<file path="src/rtl/matrix_mult_seq_pkg.sv">
// Shared definitions for the sequential NxN matrix multiplier: FSM encoding,
// default dimensions and the result-width / flat-index helpers.
package matrix_mult_seq_pkg;

    localparam int N_DEF  = 3;
    localparam int DW_DEF = 8;

    typedef enum logic [1:0] {
        ST_IDLE = 2'd0,
        ST_RUN  = 2'd1,
        ST_DONE = 2'd2
    } state_e;

    // Result width: full product plus enough headroom for N additions.
    function automatic int calc_cw(input int n, input int dw);
        return 2 * dw + $clog2(n);
    endfunction

    function automatic int flat_idx(input int r, input int c, input int n);
        return r * n + c;
    endfunction

endpackage

</file>
<file path="src/rtl/matrix_mult_seq_if.sv">
// Job handshake and operand/result bus between the operand register file,
// the multiplier and the result readout mux.
interface matrix_mult_seq_if
    import matrix_mult_seq_pkg::*;
#(
    parameter int N  = N_DEF,
    parameter int DW = DW_DEF,
    parameter int CW = calc_cw(N, DW)
);
    logic                start;
    logic                signed_i;
    logic                acc_i;
    logic [N*N*DW-1:0]   a_flat;
    logic [N*N*DW-1:0]   b_flat;
    logic [N*N*CW-1:0]   c_flat;
    logic                busy;
    logic                done;

    modport master (
        output start, signed_i, acc_i, a_flat, b_flat,
        input  c_flat, busy, done
    );

    modport slave (
        input  start, signed_i, acc_i, a_flat, b_flat,
        output c_flat, busy, done
    );
endinterface

</file>
<file path="src/rtl/matrix_mult_seq_mac_cell.sv">
// One multiply-accumulate cell: acc += ext(a*b), with the product sign- or
// zero-extended to the accumulator width according to signed_i.
module mac_cell #(
    parameter int DW = 8,
    parameter int CW = 18
) (
    input  logic          clk,
    input  logic          rst_n,
    input  logic          clr,
    input  logic          en,
    input  logic          signed_i,
    input  logic [DW-1:0] a,
    input  logic [DW-1:0] b,
    output logic [CW-1:0] acc
);

    logic signed [2*DW-1:0] w_prod_s;
    logic        [2*DW-1:0] w_prod_u;
    logic        [CW-1:0]   w_ext;

    // Operands widened to the full product width so the products are exact.
    assign w_prod_s = $signed({{DW{a[DW-1]}}, a}) * $signed({{DW{b[DW-1]}}, b});
    assign w_prod_u = {{DW{1'b0}}, a} * {{DW{1'b0}}, b};

    // Select the product extension matching the latched arithmetic mode.
    always_comb begin
        w_ext = {CW{1'b0}};
        if (signed_i) begin
            w_ext = CW'(w_prod_s);
        end else begin
            w_ext = CW'(w_prod_u);
        end
    end

    // Accumulator register; sums wrap modulo 2^CW.
    always_ff @(posedge clk or negedge rst_n) begin
        if (!rst_n) begin
            acc <= {CW{1'b0}};
        end else if (clr) begin
            acc <= {CW{1'b0}};
        end else if (en) begin
            acc <= acc + w_ext;
        end else begin
            acc <= acc;
        end
    end

endmodule

</file>
<file path="src/rtl/matrix_mult_seq.sv">
// Sequential NxN matrix multiplier: N*N MAC cells share one k index and
// finish a job (C = AxB or C += AxB) in N MAC cycles.
module matrix_mult_seq
    import matrix_mult_seq_pkg::*;
#(
    parameter int N  = N_DEF,
    parameter int DW = DW_DEF,
    parameter int CW = calc_cw(N, DW)
) (
    input logic              clk,
    input logic              rst_n,
    matrix_mult_seq_if.slave mm
);

    localparam int KW = $clog2(N);

    state_e              r_state;
    logic [KW-1:0]       r_k;
    logic [N*N*DW-1:0]   r_a;
    logic [N*N*DW-1:0]   r_b;
    logic                r_signed;
    logic                r_busy;
    logic                r_done;

    logic                w_clr;
    logic                w_en;
    logic [DW-1:0]       w_a_sel [N];
    logic [DW-1:0]       w_b_sel [N];
    logic [N*N*CW-1:0]   w_c_flat;

    // Accumulators are cleared on the accepting edge unless chaining is requested.
    assign w_clr = (r_state == ST_IDLE) && mm.start && !mm.acc_i;
    assign w_en  = (r_state == ST_RUN);

    // Column k of A feeds every row; row k of B feeds every column.
    for (genvar g = 0; g < N; g++) begin : g_sel
        assign w_a_sel[g] = r_a[flat_idx(g, int'(r_k), N)*DW +: DW];
        assign w_b_sel[g] = r_b[flat_idx(int'(r_k), g, N)*DW +: DW];
    end

    for (genvar r = 0; r < N; r++) begin : g_row
        for (genvar c = 0; c < N; c++) begin : g_col
            mac_cell #(
                .DW (DW),
                .CW (CW)
            ) u_mac (
                .clk      (clk),
                .rst_n    (rst_n),
                .clr      (w_clr),
                .en       (w_en),
                .signed_i (r_signed),
                .a        (w_a_sel[r]),
                .b        (w_b_sel[c]),
                .acc      (w_c_flat[flat_idx(r, c, N)*CW +: CW])
            );
        end
    end

    assign mm.c_flat = w_c_flat;
    assign mm.busy   = r_busy;
    assign mm.done   = r_done;

    // Job sequencer: operand capture, k stepping and busy/done generation.
    always_ff @(posedge clk or negedge rst_n) begin
        if (!rst_n) begin
            r_state  <= ST_IDLE;
            r_k      <= {KW{1'b0}};
            r_a      <= {(N*N*DW){1'b0}};
            r_b      <= {(N*N*DW){1'b0}};
            r_signed <= 1'b0;
            r_busy   <= 1'b0;
            r_done   <= 1'b0;
        end else begin
            case (r_state)
                ST_IDLE: begin
                    r_done <= 1'b0;
                    if (mm.start) begin
                        r_a      <= mm.a_flat;
                        r_b      <= mm.b_flat;
                        r_signed <= mm.signed_i;
                        r_k      <= {KW{1'b0}};
                        r_busy   <= 1'b1;
                        r_state  <= ST_RUN;
                    end else begin
                        r_busy <= 1'b0;
                    end
                end
                ST_RUN: begin
                    r_busy <= 1'b1;
                    if (r_k == KW'(N - 1)) begin
                        r_k     <= {KW{1'b0}};
                        r_done  <= 1'b1;
                        r_state <= ST_DONE;
                    end else begin
                        r_k <= r_k + KW'(1);
                    end
                end
                ST_DONE: begin
                    r_done  <= 1'b0;
                    r_busy  <= 1'b0;
                    r_state <= ST_IDLE;
                end
                default: begin
                    r_k     <= {KW{1'b0}};
                    r_done  <= 1'b0;
                    r_busy  <= 1'b0;
                    r_state <= ST_IDLE;
                end
            endcase
        end
    end

endmodule

</file>
<file path="src/flat_wrapper.sv">
// flat-port wrapper written by rule: the top's interface ports become plain ports
module matrix_mult_seq_flat import matrix_mult_seq_pkg::*;
#(
    parameter int N  = N_DEF,
    parameter int DW = DW_DEF,
    parameter int CW = calc_cw(N, DW)
)
  (clk, rst_n, mm_start, mm_signed_i, mm_acc_i, mm_a_flat, mm_b_flat, mm_c_flat, mm_busy, mm_done);
  matrix_mult_seq_if #(.N(N), .DW(DW), .CW(CW)) mm_i ();
  input logic clk;
  input logic rst_n;
  input wire logic [$bits(mm_i.start)-1:0] mm_start;
  input wire logic [$bits(mm_i.signed_i)-1:0] mm_signed_i;
  input wire logic [$bits(mm_i.acc_i)-1:0] mm_acc_i;
  input wire logic [$bits(mm_i.a_flat)-1:0] mm_a_flat;
  input wire logic [$bits(mm_i.b_flat)-1:0] mm_b_flat;
  output wire logic [$bits(mm_i.c_flat)-1:0] mm_c_flat;
  output wire logic [$bits(mm_i.busy)-1:0] mm_busy;
  output wire logic [$bits(mm_i.done)-1:0] mm_done;
  assign mm_i.start = mm_start;
  assign mm_i.signed_i = mm_signed_i;
  assign mm_i.acc_i = mm_acc_i;
  assign mm_i.a_flat = mm_a_flat;
  assign mm_i.b_flat = mm_b_flat;
  assign mm_c_flat = mm_i.c_flat;
  assign mm_busy = mm_i.busy;
  assign mm_done = mm_i.done;
  matrix_mult_seq #(.N(N), .DW(DW), .CW(CW)) u_core (.clk(clk), .rst_n(rst_n), .mm(mm_i));
endmodule
</file>
<file path="config.mk">
export PLATFORM = sky130hd
export DESIGN_NAME = matrix_mult_seq_flat
export DESIGN_NICKNAME = d
export VERILOG_FILES = /design/src/rtl/matrix_mult_seq_pkg.sv /design/src/rtl/matrix_mult_seq_if.sv /design/src/rtl/matrix_mult_seq_mac_cell.sv /design/src/rtl/matrix_mult_seq.sv /design/src/flat_wrapper.sv
export SDC_FILE = /design/constraint.sdc
export NUM_CORES = 2
export LEC_CHECK = 0
export ABC_CLOCK_PERIOD_IN_PS = 8600
export CELL_PAD_IN_SITES_DETAIL_PLACEMENT = 1
export CELL_PAD_IN_SITES_GLOBAL_PLACEMENT = 1
export CORE_MARGIN = 2
export CORE_UTILIZATION = 44
export DETAILED_ROUTE_END_ITERATION = 8
export PLACE_DENSITY = 0.89
export SLEW_MARGIN = 20
export SYNTH_ARGS = -nofsm -noshare
export SYNTH_HDL_FRONTEND = slang
export SYNTH_SLANG_ARGS = --single-unit
</file>
<file path="constraint.sdc">
create_clock -name clk -period 8.6 [get_ports clk]
set_clock_uncertainty 0.05 [all_clocks]
set_input_delay 1.29 -clock clk [delete_from_list [all_inputs] [get_ports clk]]
set_output_delay 1.29 -clock clk [all_outputs]
set_load 0.01 [all_outputs]
</file>
# Word-level counts from Yosys, hierarchy flattened
# Index checks and enable logic that the tools add are counted.
# op_classes
addsub	14
mul	19
n_eq_ne	5
shifts	6
muxes	37
bitwise	1
n_reduce_logical	8
# op_table
cell	n
18-bit two-way mux	27
8-bit by 8-bit multiplier with 16-bit output	18
18-bit adder	9
72-bit by 32-bit indexed part select with 8-bit output	2
72-bit by 8-bit indexed part select with 8-bit output	2
72-bit by 6-bit indexed part select with 8-bit output	1
72-bit by 7-bit indexed part select with 8-bit output	1
29-bit by 2-bit adder with 29-bit output (second input constant)	1
29-bit by 3-bit adder with 29-bit output (second input constant)	1
2-bit two-way mux	4
2-bit one-hot mux with 3 select lines	1
2-bit AND reduction	3
3-bit by 2-bit adder with 4-bit output (first input constant)	1
2-bit == test (second input constant)	2
2-bit by 2-bit multiplier with 4-bit output (second input constant)	1
2-bit one-hot mux with 2 select lines	1
2-bit by 2-bit adder with 3-bit output (first input constant)	1
1-bit two-way mux	3
2-bit by 1-bit adder with 2-bit output (second input constant)	1
2-bit by 1-bit == test with 1-bit output (second input constant)	1
1-bit logical AND	2
2-bit zero test	1
2-bit by 1-bit != test with 1-bit output (second input constant)	1
2-bit != test (second input constant)	1
4 further kinds	4
# totals
register_bits	313
in_bits	149
output_inout_bits	164

# Logic depth before layout (Yosys ltp)
# depth
word_depth	8
depth_mapped	43

# Cells and area by module
# From an unflattened synthesis, not the netlist that was laid out.
# hier_totals
hier_cells	6561
area_unflattened_um2	59812.4
# by_module_without_submodules
mod	n_inst	cells_each	area_per_inst_um2	seq_area_each_um2
mac_cell at u_core.g_row[0].g_col[1].u_mac ...	2	687	5845.6	450.4
mac_cell at u_core.g_row[1].g_col[1].u_mac ...	2	683	5785.5	450.4
matrix_mult_seq	1	439	7533.5	3778.6
mac_cell at u_core.g_row[0].g_col[0].u_mac	1	677	5848.1	450.4
mac_cell at u_core.g_row[1].g_col[0].u_mac	1	677	5825.6	450.4
mac_cell at u_core.g_row[2].g_col[1].u_mac	1	675	5791.8	450.4
mac_cell at u_core.g_row[2].g_col[2].u_mac	1	677	5786.8	450.4
mac_cell at u_core.g_row[2].g_col[0].u_mac	1	676	5764.3	450.4

# Worst setup path after synthesis
# No wires, ideal clock.
# synth_timing
path_kind	reg-to-reg
start	register u_core.r_k[1]
end	register u_core.g_row[1].g_col[1].u_mac.acc[17]
arrival_ns	8.739
slack_ns	-0.308
path_stages_with_launch	38
path_buffers	8
synth_period_minus_slack_ns	8.908
cell_sequence	dfrtp_1 clkbuf_1 buf_1 buf_2 clkbuf_1 inv_1 ha_1 buf_2 buf_2 buf_2 mux2i_1 a211oi_1 clkbuf_1 nand2_1 fa_1 fa_1 inv_1 fa_1 [... 2 more ...] inv_1 ha_1 or3_1 o2111ai_1 nor2b_1 xnor2_1 nor2_1 a21oi_1 ha_1 and3_1 a21oi_1 o21ai_0 a21oi_1 a31oi_1 o41ai_1 xnor2_1 o211ai_1 nor2b_1
# synth_via
elab_chain_cells	8
word_cells_on_any_way	11
classes_between	3 x add/sub; 3 x mul; 2 x shift; 3 x mux
# synth_lines
element	line	source
start: declaration	matrix_mult_seq.sv:18	logic [KW-1:0] r_k;
start signal: assignment	matrix_mult_seq.sv:67	r_k <= {KW{1'b0}};
start signal: assignment	matrix_mult_seq.sv:81	r_k <= {KW{1'b0}};
start signal: assignment	matrix_mult_seq.sv:91	r_k <= {KW{1'b0}};
2-bit by 2-bit multiplier with 4-bit output	matrix_mult_seq_pkg.sv:20	return r * n + c;
29-bit by 2-bit adder with 29-bit output	matrix_mult_seq_pkg.sv:20	
72-bit by 32-bit indexed part select with 8-bit output	matrix_mult_seq.sv:38	assign w_b_sel[g] = r_b[flat_idx(int'(r_k), g, N)*DW +: DW];
8-bit by 8-bit multiplier with 16-bit output (on tied branches)	matrix_mult_seq_mac_cell.sv:23, matrix_mult_seq_mac_cell.sv:22	
18-bit two-way mux (*)	matrix_mult_seq_mac_cell.sv:28	if (signed_i) begin
18-bit adder (*)	matrix_mult_seq_mac_cell.sv:42	acc <= acc + w_ext;
18-bit two-way mux (*)	matrix_mult_seq_mac_cell.sv:41	end else if (en) begin
18-bit two-way mux (*)	matrix_mult_seq_mac_cell.sv:39	end else if (clr) begin
end signal: assignment	matrix_mult_seq_mac_cell.sv:38	acc <= {CW{1'b0}};
end signal: assignment	matrix_mult_seq_mac_cell.sv:40	acc <= {CW{1'b0}};
end signal: assignment	matrix_mult_seq_mac_cell.sv:42	
end: declaration	matrix_mult_seq_mac_cell.sv:14	output logic [CW-1:0] acc
# Mark *: on every way between the ends. The rest lies on a longest branch, timed or not. The select of a mux whose other input is x is not followed.
# A chain may end at the register's enable or synchronous reset.

# Worst setup path after layout
# layout_timing
start	register u_core.r_k[0]
end	register u_core.g_row[1].g_col[1].u_mac.acc[14]
# Same word-level chain as after synthesis.

==> flow_metrics.py <==
metrics = {
    "grt": {
        "gr-usage-all-layers_pct": 33.7,
        "antenna_found_initial": 9,
        "grt_start_max_net_pins": 158,
        "grt_overflow": 0,
        "grt_pass1_wl_mm": 336,
        "grt_pass1_vias": 57400,
    },
    "synth": {
        "synth-compound-area-share_pct": 11.0,
        "synth_top_area_share_pct": 27.6,
        "synth_top_area_cell": "fa_1",
        "synthXorXnorAreaFrac_pct": 5.46,
        "ys_async_sr_fraction_pct": 100,
        "yosysUniqueCellTypes": 69,
        "synthAdderAreaFrac_pct": 42.7,
        "yosys_warnings": 0,
        "syn_avg_cell_area_um2": 8.79,
        "synthFlopType": "dfrtp_1",
        "synth-seq-area-share_pct": 13.9,
        "synth_area_leaders": "fa_1 28%, ha_1 15%, dfrtp_1 14%",
        "yosys_register_bits": 313,
        "syn_nets": 7991,
        "syn_inst": 6388,
        "synthSimpleGateAreaFrac_pct": 11.2,
        "muxShareOfSynthArea_pct": 5.29,
        "synth_edf_count": 0,
        "synth_top_family_by_area": "adder cells",
        "netlist_area_mm2": 0.0562,
    },
    "critical_path": {
        "cp_slowest_stage_delay_ps": 710,
        "end_kind": "register",
        "reg2reg_from": "u_core.r_k[0]",
        "startpoint": "u_core.r_k[0]",
        "required_ps": 9080,
        "critPathSlowestCell": "o21ai_0",
        "critPathArrivalTime_ps": 9080,
        "crit_fanout": 20,
        "path_class": "register to register",
        "start_kind": "register",
    },
    "routing": {
        "drc": 0,
        "ant_nets": 0,
        "drt-vias-per-instance": 5.88,
        "drtIter0Drc": 3126,
        "num_vias": 49500,
        "wl_per_cell_um": 26.3,
        "first_pass_iters": 5,
        "totalWireLength_mm": 221,
    },
    "timing": {
        "relSlewSlack_pct": 28.6,
        "max_freq_mhz": 116,
        "hold_viol": 0,
        "finalCriticalPeriod_ps": 8600,
        "worst_slack_ps": 2.24,
        "worst_pin_slew_ps": 1060,
        "hold-worst-slack_ps": 457,
        "fin_crit_sh_pct": 100,
        "rsz0062_at_grt": "yes",
        "drv_slew": 0,
        "setup_viol": 0,
    },
    "outcome": {
        "status": "completed",
    },
    "layout": {
        "design_area_mm2": 0.0640,
        "nets": 8322,
        "area_growth_pct": 14.0,
        "drive_gt1_share_pct": 8.15,
    },
    "cts": {
        "ctsHoldBuffers": 0,
        "cts_max_level": 2,
        "root_buffer": "clkbuf_16",
        "clkTransAtPathRegs_ps": 60,
        "cts_tree": "yes",
        "insertion_delay_ps": 640,
        "clkSinkCount": 313,
        "clockBufferDepth": 3,
        "numCtsBuffers": 43,
    },
    "job": {
        "drv_cap": 0,
    },
    "die": {
        "coreArea_mm2": 0.127,
        "die_x_um": 361,
        "die_y_um": 361,
        "placementRows": 131,
        "dieArea_mm2": 0.131,
        "initial_core_util_pct": 44.2,
        "ioPinCount": 313,
    },
    "placed_design": {
        "gp_congestion": 0.967,
        "hpwl_mm": 173,
        "portBuffers": 312,
        "dp_slack_ps": -60.6,
        "postPlaceCellArea_mm2": 0.0621,
    },
    "hold_path": {
        "hold_path_class": "register to register",
        "hp-start": "u_core.r_a[4]",
    },
}
[synthesized netlist by cell type, types with 18 or more instances]
library cell,instances
o21ai_0,284
xor2_1,164
nand2_1,577
o21a_1,40
fa_1,774
dfrtp_1,313
mux4_2,18
mux2_2,178
a211oi_1,44
a31oi_1,20
inv_1,1344
nor2b_1,61
o31ai_1,19
o22ai_1,23
clkbuf_1,181
or3_1,41
nor2_1,561
o21ai_1,31
o21bai_1,34
a21oi_1,255
a21o_1,100
xnor2_1,186
ha_1,680
a22o_1,18
mux2i_1,56
nor3_1,65
nand3_1,56
nand2b_1,37
[routing by layer]
| metal | GRT usage, % | vias to the layer above | wire [µm] | part of all wire, % |
|---|---|---|---|---|
| met1 | 33.6 | 24900 | 72300 | 33 |
| met4 | 30.1 | 12 | 24300 | 11 |
| li1 | - | 21000 | - | - |
| met3 | 7.41 | 1278 | 15700 | 7.1 |
| met2 | 58.8 | 2376 | 109000 | 49 |
| met5 | 0 | - | 72 | 0.033 |
[final timing paths]
path / slack, ps / depth (start not counted) / to
worst max-delay path: 2 / 31 / u_core.g_row[1].g_col[1].u_mac.acc[14]
worst min-delay path: 460 / 1 / u_core.r_a[4]
worst max register to register: 2 / 31 / u_core.g_row[1].g_col[1].u_mac.acc[14]
worst min register to register: 460 / 1 / u_core.r_a[4]
max in group asynchronous: 6280 / 2 / u_core.g_row[2].g_col[1].u_mac.acc[10]
min in group asynchronous: 650 / 1 / u_core.g_row[0].g_col[0].u_mac.acc[15]
[per-stage QoR]
step	setup TNS (ps)	utilization, %	std cells
2_1_floorplan	0	-	6388
3_3_place_gp	0	48.8	8318
3_5_place_dp	-95.2	48.8	8318
4_1_cts	0	50.1	8397
5_1_grt	-404	50.3	8414
6_report	0	50.3	8417
[kinds of logic after synthesis]
kind of cell | Yosys count
buffers and inverters | 1558
AND/OR/NAND/NOR | 1475
adder cells (fa/ha/maj) | 1454
AO/OA/AOI/OAI | 986
XOR/XNOR | 350
flip-flops | 313
multiplexers | 252
[worst max-delay path, delay by kind of cell, from the launching register on]
family                     cells  cell delay, ps
DFF                            1             450
and+or+nand+nor                6             990
AOI/OAI and AO/OA             11            3070
xor gates and xnor gates       1             110
adders and majority gates      7            2900
buffers and inverters          6             900
[repair_timing]
item | CTS | global route
resized for setup | 12 | 58
setup endpoints to repair | 10 | 29
buffers inserted | 2 | 14
cloned | 0 | 1
pin swaps | 0 | 6
endpoints found under the hold margin | 0 | 0
[final cells by class]
cell class / instances / area, µm²
inverters: 1345 / 5060
multi-input cells: 4517 / 42800
clock buffers: 58 / 1230
repair buffers: 499 / 4780
fillers: 14800 / 63200
diodes: 4 / 10.0
flip-flops and latches: 313 / 7840
well taps: 1662 / 2080
clock inverters: 19 / 259
[state kept, by name (all words and copies together) (netlist names)]
name	count
u_core.r_a	72
u_core.r_state	2
u_core.mm.done	1
u_core.g_row.g_col.u_mac.acc	162
u_core.r_b	72
u_core.r_k	2
u_core.mm.busy	1
u_core.r_signed	1
[layout by cell type (no fill, tap or decap), types with 19 or more instances in the layout]
cell type,n
clkbuf_16,45
nand3_1,55
o21bai_1,34
nor3_1,64
mux2_2,178
xnor2_1,186
o21ai_1,39
a21oi_1,246
nand2b_1,35
fa_1,774
ha_1,677
or3_1,40
xor2_1,164
o22ai_1,23
o21ai_0,270
nand2_1,573
mux2i_1,54
inv_1,1340
a211oi_1,36
nor2_1,555
buf_4,163
o31ai_1,19
dfrtp_1,310
a21o_1,100
nor2b_1,60
clkdlybuf4s50_1,311
o21a_1,40
Power is not shown: default switching activity piles up to over one toggle a cycle in this logic, so the estimate is an artifact.
